`config.mk`:
```
export PLATFORM = sky130hd
export DESIGN_NAME = fft_reorder
export DESIGN_NICKNAME = d
export VERILOG_FILES = /design/src/rtl/fft_reorder.sv
export SDC_FILE = /design/constraint.sdc
export NUM_CORES = 1
export LEC_CHECK = 0
export CORE_ASPECT_RATIO = 1.2
export CORE_MARGIN = 1
export CORE_UTILIZATION = 55
export CTS_CLUSTER_DIAMETER = 60
export DETAILED_ROUTE_END_ITERATION = 8
export GPL_TIMING_DRIVEN = 1
export PLACE_DENSITY = 0.76
export SLEW_MARGIN = 0
export SYNTH_ARGS = -nofsm -noshare
export SYNTH_HDL_FRONTEND = slang
export SYNTH_SLANG_ARGS = --single-unit
```
`constraint.sdc`:
```
create_clock -name clk -period 3.7 [get_ports clk]
set_input_delay 1.11 -clock clk [delete_from_list [all_inputs] [get_ports clk]]
set_output_delay 1.11 -clock clk [all_outputs]
set_load 0.02 [all_outputs]
```
`src/rtl/fft_reorder.sv`:
```
`timescale 1ns/1ps
// -----------------------------------------------------------------------------
// fft_reorder
//
// Output stage of the 16-point radix-2 FFT core. Samples arrive in bit-reversed
// order, one complex I/Q pair per cycle. Each frame is written into one bank of
// a two-bank ping-pong store at its bit-reversed address. The frame is then
// streamed out in natural bin order (bin 0..N-1) over a valid/ready handshake.
// One frame can be written while the previous one drains.
//
// Optional feature (compile-time macro FFT_REORDER_MAG_EN):
//   Adds output port out_mag = out_i^2 + out_q^2. It is registered alongside
//   the output sample, so it is aligned with out_valid.
//
// Ports:
//   clk           system clock, rising edge
//   rst           asynchronous reset, active low
//   in_i, in_q    signed FFT result, bit-reversed arrival order
//   in_valid      in_i/in_q carry a sample this cycle
//   in_ready      the current write bank can accept a sample
//   out_i, out_q  signed sample in natural bin order
//   out_idx       bin index of the current output sample
//   out_valid     out_* hold a valid sample
//   out_ready     consumer accepts the sample this cycle
//   out_last      high with out_valid on bin N-1
//   overflow      sticky flag: a sample arrived while in_ready was low
//   clr_overflow  synchronous clear of overflow
//   out_mag       (FFT_REORDER_MAG_EN only) unsigned squared magnitude
// -----------------------------------------------------------------------------
module fft_reorder #(
    parameter int SAMPLE_WORD_LENGTH = 8,
    parameter int FFT_POINTS         = 16,
    parameter int IDX_WIDTH          = $clog2(FFT_POINTS)
) (
    input  logic                                 clk,
    input  logic                                 rst,
    input  logic signed [SAMPLE_WORD_LENGTH-1:0] in_i,
    input  logic signed [SAMPLE_WORD_LENGTH-1:0] in_q,
    input  logic                                 in_valid,
    output logic                                 in_ready,
    output logic signed [SAMPLE_WORD_LENGTH-1:0] out_i,
    output logic signed [SAMPLE_WORD_LENGTH-1:0] out_q,
    output logic        [IDX_WIDTH-1:0]          out_idx,
    output logic                                 out_valid,
    input  logic                                 out_ready,
    output logic                                 out_last,
    output logic                                 overflow,
    input  logic                                 clr_overflow
`ifdef FFT_REORDER_MAG_EN
    ,
    output logic        [2*SAMPLE_WORD_LENGTH:0] out_mag
`endif
);

    localparam int W  = SAMPLE_WORD_LENGTH;
    localparam int N  = FFT_POINTS;
    localparam int AW = IDX_WIDTH + 1;   // {bank, index}
    localparam logic [IDX_WIDTH-1:0] LAST_IDX = IDX_WIDTH'(N - 1);

    typedef enum logic {
        IDLE   = 1'b0,
        STREAM = 1'b1
    } rd_state_e;

    // Reverse the bit order of a bin index.
    function automatic logic [IDX_WIDTH-1:0] bitrev(input logic [IDX_WIDTH-1:0] x);
        logic [IDX_WIDTH-1:0] r;
        for (int b = 0; b < IDX_WIDTH; b++) begin
            r[b] = x[IDX_WIDTH-1-b];
        end
        return r;
    endfunction

    // -------------------------------------------------------------------------
    // State
    // -------------------------------------------------------------------------
    logic [2*W-1:0]       mem_q [2*N];      // {bank, addr} -> {I, Q}

    logic                 wr_bank_q;
    logic [IDX_WIDTH-1:0] wr_cnt_q;
    logic [1:0]           bank_full_q, bank_full_d;
    logic                 overflow_q,  overflow_d;

    rd_state_e            state_q;
    logic                 rd_bank_q;
    logic [IDX_WIDTH-1:0] rd_cnt_q;
    logic                 out_valid_q;
    logic signed [W-1:0]  out_i_q, out_q_q;

    // -------------------------------------------------------------------------
    // Write side
    // -------------------------------------------------------------------------
    logic wr_acc;
    logic wr_drop;
    logic wr_frame_done;

    assign in_ready      = !bank_full_q[wr_bank_q];
    assign wr_acc        = in_valid && in_ready;
    assign wr_drop       = in_valid && !in_ready;
    assign wr_frame_done = wr_acc && (wr_cnt_q == LAST_IDX);

    // -------------------------------------------------------------------------
    // Read side: next sample to load into the output register
    // -------------------------------------------------------------------------
    logic                 rd_hs;
    logic                 rd_frame_done;
    logic                 load_en;
    logic                 load_bank;
    logic [IDX_WIDTH-1:0] load_idx;
    logic [2*W-1:0]       load_word;
    logic signed [W-1:0]  out_i_d, out_q_d;

    assign rd_hs         = out_valid_q && out_ready;
    assign rd_frame_done = (state_q == STREAM) && rd_hs && (rd_cnt_q == LAST_IDX);

    always_comb begin
        load_en   = 1'b0;
        load_bank = rd_bank_q;
        load_idx  = '0;
        case (state_q)
            IDLE: begin
                if (bank_full_q[rd_bank_q]) begin
                    load_en = 1'b1;
                end
            end
            STREAM: begin
                if (rd_hs) begin
                    if (rd_cnt_q != LAST_IDX) begin
                        load_en  = 1'b1;
                        load_idx = rd_cnt_q + IDX_WIDTH'(1);
                    end else if (bank_full_q[!rd_bank_q]) begin
                        // Next frame already complete: start it with no bubble.
                        load_en   = 1'b1;
                        load_bank = !rd_bank_q;
                    end
                end
            end
            default: ;
        endcase
    end

    assign load_word = mem_q[{load_bank, load_idx}];
    assign out_i_d   = load_word[2*W-1:W];
    assign out_q_d   = load_word[W-1:0];

`ifdef FFT_REORDER_MAG_EN
    // Squares computed one bit wider than 2*W: the largest sum, reached at
    // I = Q = -2^(W-1), is 2^(2W-1) and still reads as a positive value.
    logic signed [2*W:0] ext_i, ext_q;
    logic signed [2*W:0] sq_i, sq_q;
    logic        [2*W:0] mag_d, mag_q;

    assign ext_i = {{(W+1){out_i_d[W-1]}}, out_i_d};
    assign ext_q = {{(W+1){out_q_d[W-1]}}, out_q_d};
    assign sq_i  = ext_i * ext_i;
    assign sq_q  = ext_q * ext_q;
    assign mag_d = sq_i + sq_q;
`endif

    // -------------------------------------------------------------------------
    // Shared bank flags: the writer sets the bank it completes, the reader
    // clears the bank it finishes. They never name the same bank on one edge.
    // -------------------------------------------------------------------------
    always_comb begin
        bank_full_d = bank_full_q;
        if (rd_frame_done) begin
            bank_full_d[rd_bank_q] = 1'b0;
        end
        if (wr_frame_done) begin
            bank_full_d[wr_bank_q] = 1'b1;
        end
    end

    // A drop in the same cycle as a clear keeps the flag set.
    assign overflow_d = wr_drop || (overflow_q && !clr_overflow);

    // -------------------------------------------------------------------------
    // Writer registers
    // -------------------------------------------------------------------------
    always_ff @(posedge clk or negedge rst) begin
        if (!rst) begin
            wr_bank_q   <= 1'b0;
            wr_cnt_q    <= '0;
            bank_full_q <= '0;
            overflow_q  <= 1'b0;
        end else begin
            bank_full_q <= bank_full_d;
            overflow_q  <= overflow_d;
            if (wr_acc) begin
                wr_cnt_q <= wr_cnt_q + IDX_WIDTH'(1);
                if (wr_cnt_q == LAST_IDX) begin
                    wr_bank_q <= !wr_bank_q;
                end
            end
        end
    end

    // Sample store: no reset, contents are only read after being written.
    always_ff @(posedge clk) begin
        if (wr_acc) begin
            mem_q[{wr_bank_q, bitrev(wr_cnt_q)}] <= {in_i, in_q};
        end
    end

    // -------------------------------------------------------------------------
    // Reader state machine with registered outputs
    // -------------------------------------------------------------------------
    always_ff @(posedge clk or negedge rst) begin
        if (!rst) begin
            state_q     <= IDLE;
            rd_bank_q   <= 1'b0;
            rd_cnt_q    <= '0;
            out_valid_q <= 1'b0;
            out_i_q     <= '0;
            out_q_q     <= '0;
`ifdef FFT_REORDER_MAG_EN
            mag_q       <= '0;
`endif
        end else begin
            case (state_q)
                IDLE: begin
                    if (load_en) begin
                        state_q     <= STREAM;
                        out_valid_q <= 1'b1;
                        rd_cnt_q    <= '0;
                    end
                end
                STREAM: begin
                    if (rd_hs) begin
                        if (!rd_frame_done) begin
                            rd_cnt_q <= rd_cnt_q + IDX_WIDTH'(1);
                        end else begin
                            rd_bank_q <= !rd_bank_q;
                            rd_cnt_q  <= '0;
                            if (!load_en) begin
                                out_valid_q <= 1'b0;
                                state_q     <= IDLE;
                            end
                        end
                    end
                end
                default: begin
                    state_q     <= IDLE;
                    out_valid_q <= 1'b0;
                end
            endcase

            // Output data only changes on a load, so it holds under back-pressure.
            if (load_en) begin
                out_i_q <= out_i_d;
                out_q_q <= out_q_d;
`ifdef FFT_REORDER_MAG_EN
                mag_q   <= mag_d;
`endif
            end
        end
    end

    assign out_i     = out_i_q;
    assign out_q     = out_q_q;
    assign out_idx   = rd_cnt_q;
    assign out_valid = out_valid_q;
    assign out_last  = out_valid_q && (rd_cnt_q == LAST_IDX);
    assign overflow  = overflow_q;
`ifdef FFT_REORDER_MAG_EN
    assign out_mag   = mag_q;
`endif

endmodule

```
==> flow_summary_export.csv <==
group,metric,value,unit
outcome,status,"completed",
clock_tree,cts-root-buf,"clkbuf_16",
placement,hpwlAfterDp,29170,um
setup_path,r2r-start,"out_idx[1]",
setup_path,cp_num_cells,2,
power,peakVddDrop,300.2,uV
detailed_routing,drtAntennaViolNets,0,
detailed_routing,wirelength,49130,um
die,num_rows,79,
detailed_routing,avgViaCountPerCell,6.270,
setup_path,critPathTopFamily,"buffers and inverters",
synthesis,syn_area_per_cell,19.07,um2
placement,gp_congestion,0.8566,
setup_path,ff2ff_setup_slack,0.47,ns
cells_and_area,final_cell_mix,"edfxtp_1 (512), mux2i_1 (115), nor2_1 (102), buf_4 (66), mux4_2 (64)",
cells_and_area,final_common_cell,"edfxtp_1",
synthesis,ys.flop_type,"edfxtp_1",
setup_path,slowest_delay,0.71,ns
setup_path,arrival,2.40,ns
cells_and_area,diodes,0,
power,powerDensity,524.3,nW/um2
power,leakagePower,7.860,nW
global_routing,antenna_found_initial,0,
placement,port_buffers,44,
cells_and_area,drive_gt1_share,22.13,%
setup_path,crit_path_cell_trace,"mux2i_1, clkdlybuf4s50_1",
timing,skew,0.02147,ns
global_routing,grt_first_pass_wirelength,72440,um
timing,finalSetupViolations,0,
die,fp.dieW,183.5,um
timing,timing.final.ws_setup,0.1917,ns
detailed_routing,vias,11370,
clock_tree,clock_sinks,543,
detailed_routing,drc,0,
setup_path,rr_worst_depth,7,
timing,report.final.slew_viol_count,0,
setup_path,setup.worst_path.end,"in_ready",
clock_tree,cts.repair.resized,0,
setup_path,cp_max_fo,12,
global_routing,grt_use_total,25.04,%
synthesis,synth_edf_count,512,
detailed_routing,drt_iter0_drc,1309,
clock_tree,cts_tree,"built",
die,initial_core_util,55.96,%
setup_path,cp-start-kind,"flop",
timing,max_freq,0.2850,GHz
synthesis,syn_nets,1163,
synthesis,synthArstFlopShare,5.709,%
setup_path,critPathBufInv,1,
global_routing,first_global_vias,11190,
placement,dpl_worst_slack,-0.07919,ns
synthesis,ys_types,49,
cells_and_area,final_nets,1271,
timing,period_minus_slack,3.508,ns
global_routing,grt-ovfl-total,0,
timing,hold_violations,0,
die,pin_count,45,
clock_tree,path_clk_slew,0.06,ns
synthesis,syn_inst,1140,
clock_tree,hold_buffers,0,
timing,whs,0.5387,ns
setup_path,crit-reg2reg-capture,"out_q[2]",
setup_path,crit_required,2.59,ns
die,die_area,40330,um2
die,core-area,38850,um2
timing,period_share,94.82,%
global_routing,grt_start_max_net_pins,71,
clock_tree,clkLatencyLatePin,0.57,ns
timing,worst_slew_margin_rel,38.32,%
min_path,hp-class,"flop to flop",
synthesis,seq_area_frac_synth,74.29,%
setup_path,crit_type,"flop to primary output",
clock_tree,cts_setup_buffers,0,
detailed_routing,wire_per_inst,27.08,um
setup_path,crit_path_start,"wr_bank_q",
detailed_routing,drtPass1Iterations,5,
clock_tree,htreeDepth,2,
synthesis,ys_warn_count,0,
setup_path,endpoint_kind,"primary output",
timing,rsz0062_at_grt,"no",
cells_and_area,utilization,63.92,%
clock_tree,cts_buffer_depth,3,
cells_and_area,synthToLayoutAreaGrowth,14.23,%
setup_path,cp_slowest_cell,"clkdlybuf4s50_1",
synthesis,ys_seq_elements,543,
timing,tightest_slew,0.9252,ns
clock_tree,numCtsBuffers,49,
job,cap_violations,0,
synthesis,netlist_area,21740,um2
die,die_h,219.8,um
[per-layer routing]
metal / part of all wire, % / vias up / GRT usage (%)
met1: 40 / 5838 / 35.06
met3: 7.7 / 108 / 3.008
met4: 4.1 / 0 / 10.39
li1: - / 4858 / -
met2: 48 / 569 / 40.32
met5: 0 / - / 0
[worst reg2reg max path, delay by kind of cell (launching register included)]
family / cells / cell delay (ns)
mux: 2 / 1.07
fa+ha+maj: 1 / 0.54
buf+inv: 2 / 0.49
flops: 1 / 0.46
simple gates: 1 / 0.36
compound gates: 1 / 0.16
[where the power goes]
group	total, mW	internal, mW	switching [mW]
Combinational	0.779	0.257	0.523
Clock	5.03	2.88	2.15
Sequential	7.21	7.06	0.153
[flip-flops by register name, indices dropped and copies added (netlist names)]
name         flops
wr_bank_q        1
rd_bank_q        1
mem_q          512
bank_full_q      2
state_q          1
out_idx          4
overflow         1
out_valid        1
out_i            8
wr_cnt_q         4
out_q            8
[cells in the mapped netlist, types with 11 or more instances]
master | count | share of area [%]
nor2_1 | 102 | 1.8
buf_2 | 35 | 0.81
o21a_1 | 16 | 0.55
clkbuf_1 | 12 | 0.21
buf_6 | 16 | 0.83
a21oi_2 | 11 | 0.44
o22ai_1 | 17 | 0.49
dfrtp_1 | 31 | 3.6
mux2i_1 | 115 | 5.3
edfxtp_1 | 512 | 71
nand2_1 | 31 | 0.54
mux4_2 | 64 | 6.6
o221ai_1 | 54 | 2.2
[cells by family after synthesis]
family	count (synthesis)	share of synthesized area, %
and+or+nand+nor	161	3.333
buffers and inverters	72	2.066
AOI/OAI and AO/OA	157	6.890
xor gates and xnor gates	8	0.3914
DFF	543	74.29
adders and majority gates	2	0.1151
muxes	197	12.91
[worst min-delay path by stage]
stage / start / to / slack (ns) / cells past startpoint
finish: out_q[7] / out_q[7] / 0.54 / 2
global route: out_q[1] / out_q[1] / 0.56 / 2
CTS: out_q[5] / out_q[5] / 0.54 / 2
detailed placement: out_q[5] / out_q[5] / 0.52 / 2
global placement: out_q[5] / out_q[5] / 0.51 / 2
floorplan: wr_cnt_q[3] / wr_cnt_q[3] / 0.50 / 1
[area by class of cell]
class	instances	area (um2)
clock buffers	66	1363
clock inverters	25	241.5
fillers	2579	14010
inverters	3	11.26
multi-input cells	525	5152
flip-flops and latches	543	16150
well taps	526	658.1
repair buffers	126	1251
[through the flow]
stage | cells | power, mW | setup TNS (ns) | area [um2]
2_1_floorplan | 1140 | 7.696 | 0 | 21740
3_3_place_gp | 1723 | 8.077 | -0.06772 | 23230
3_5_place_dp | 1723 | 8.119 | -0.1169 | 23230
4_1_cts | 1814 | 13.06 | 0 | 24830
5_1_grt | 1814 | 13.36 | 0 | 24830
6_report | 1814 | 13.02 | 0 | 24830
(Power assumes the default switching activity.)
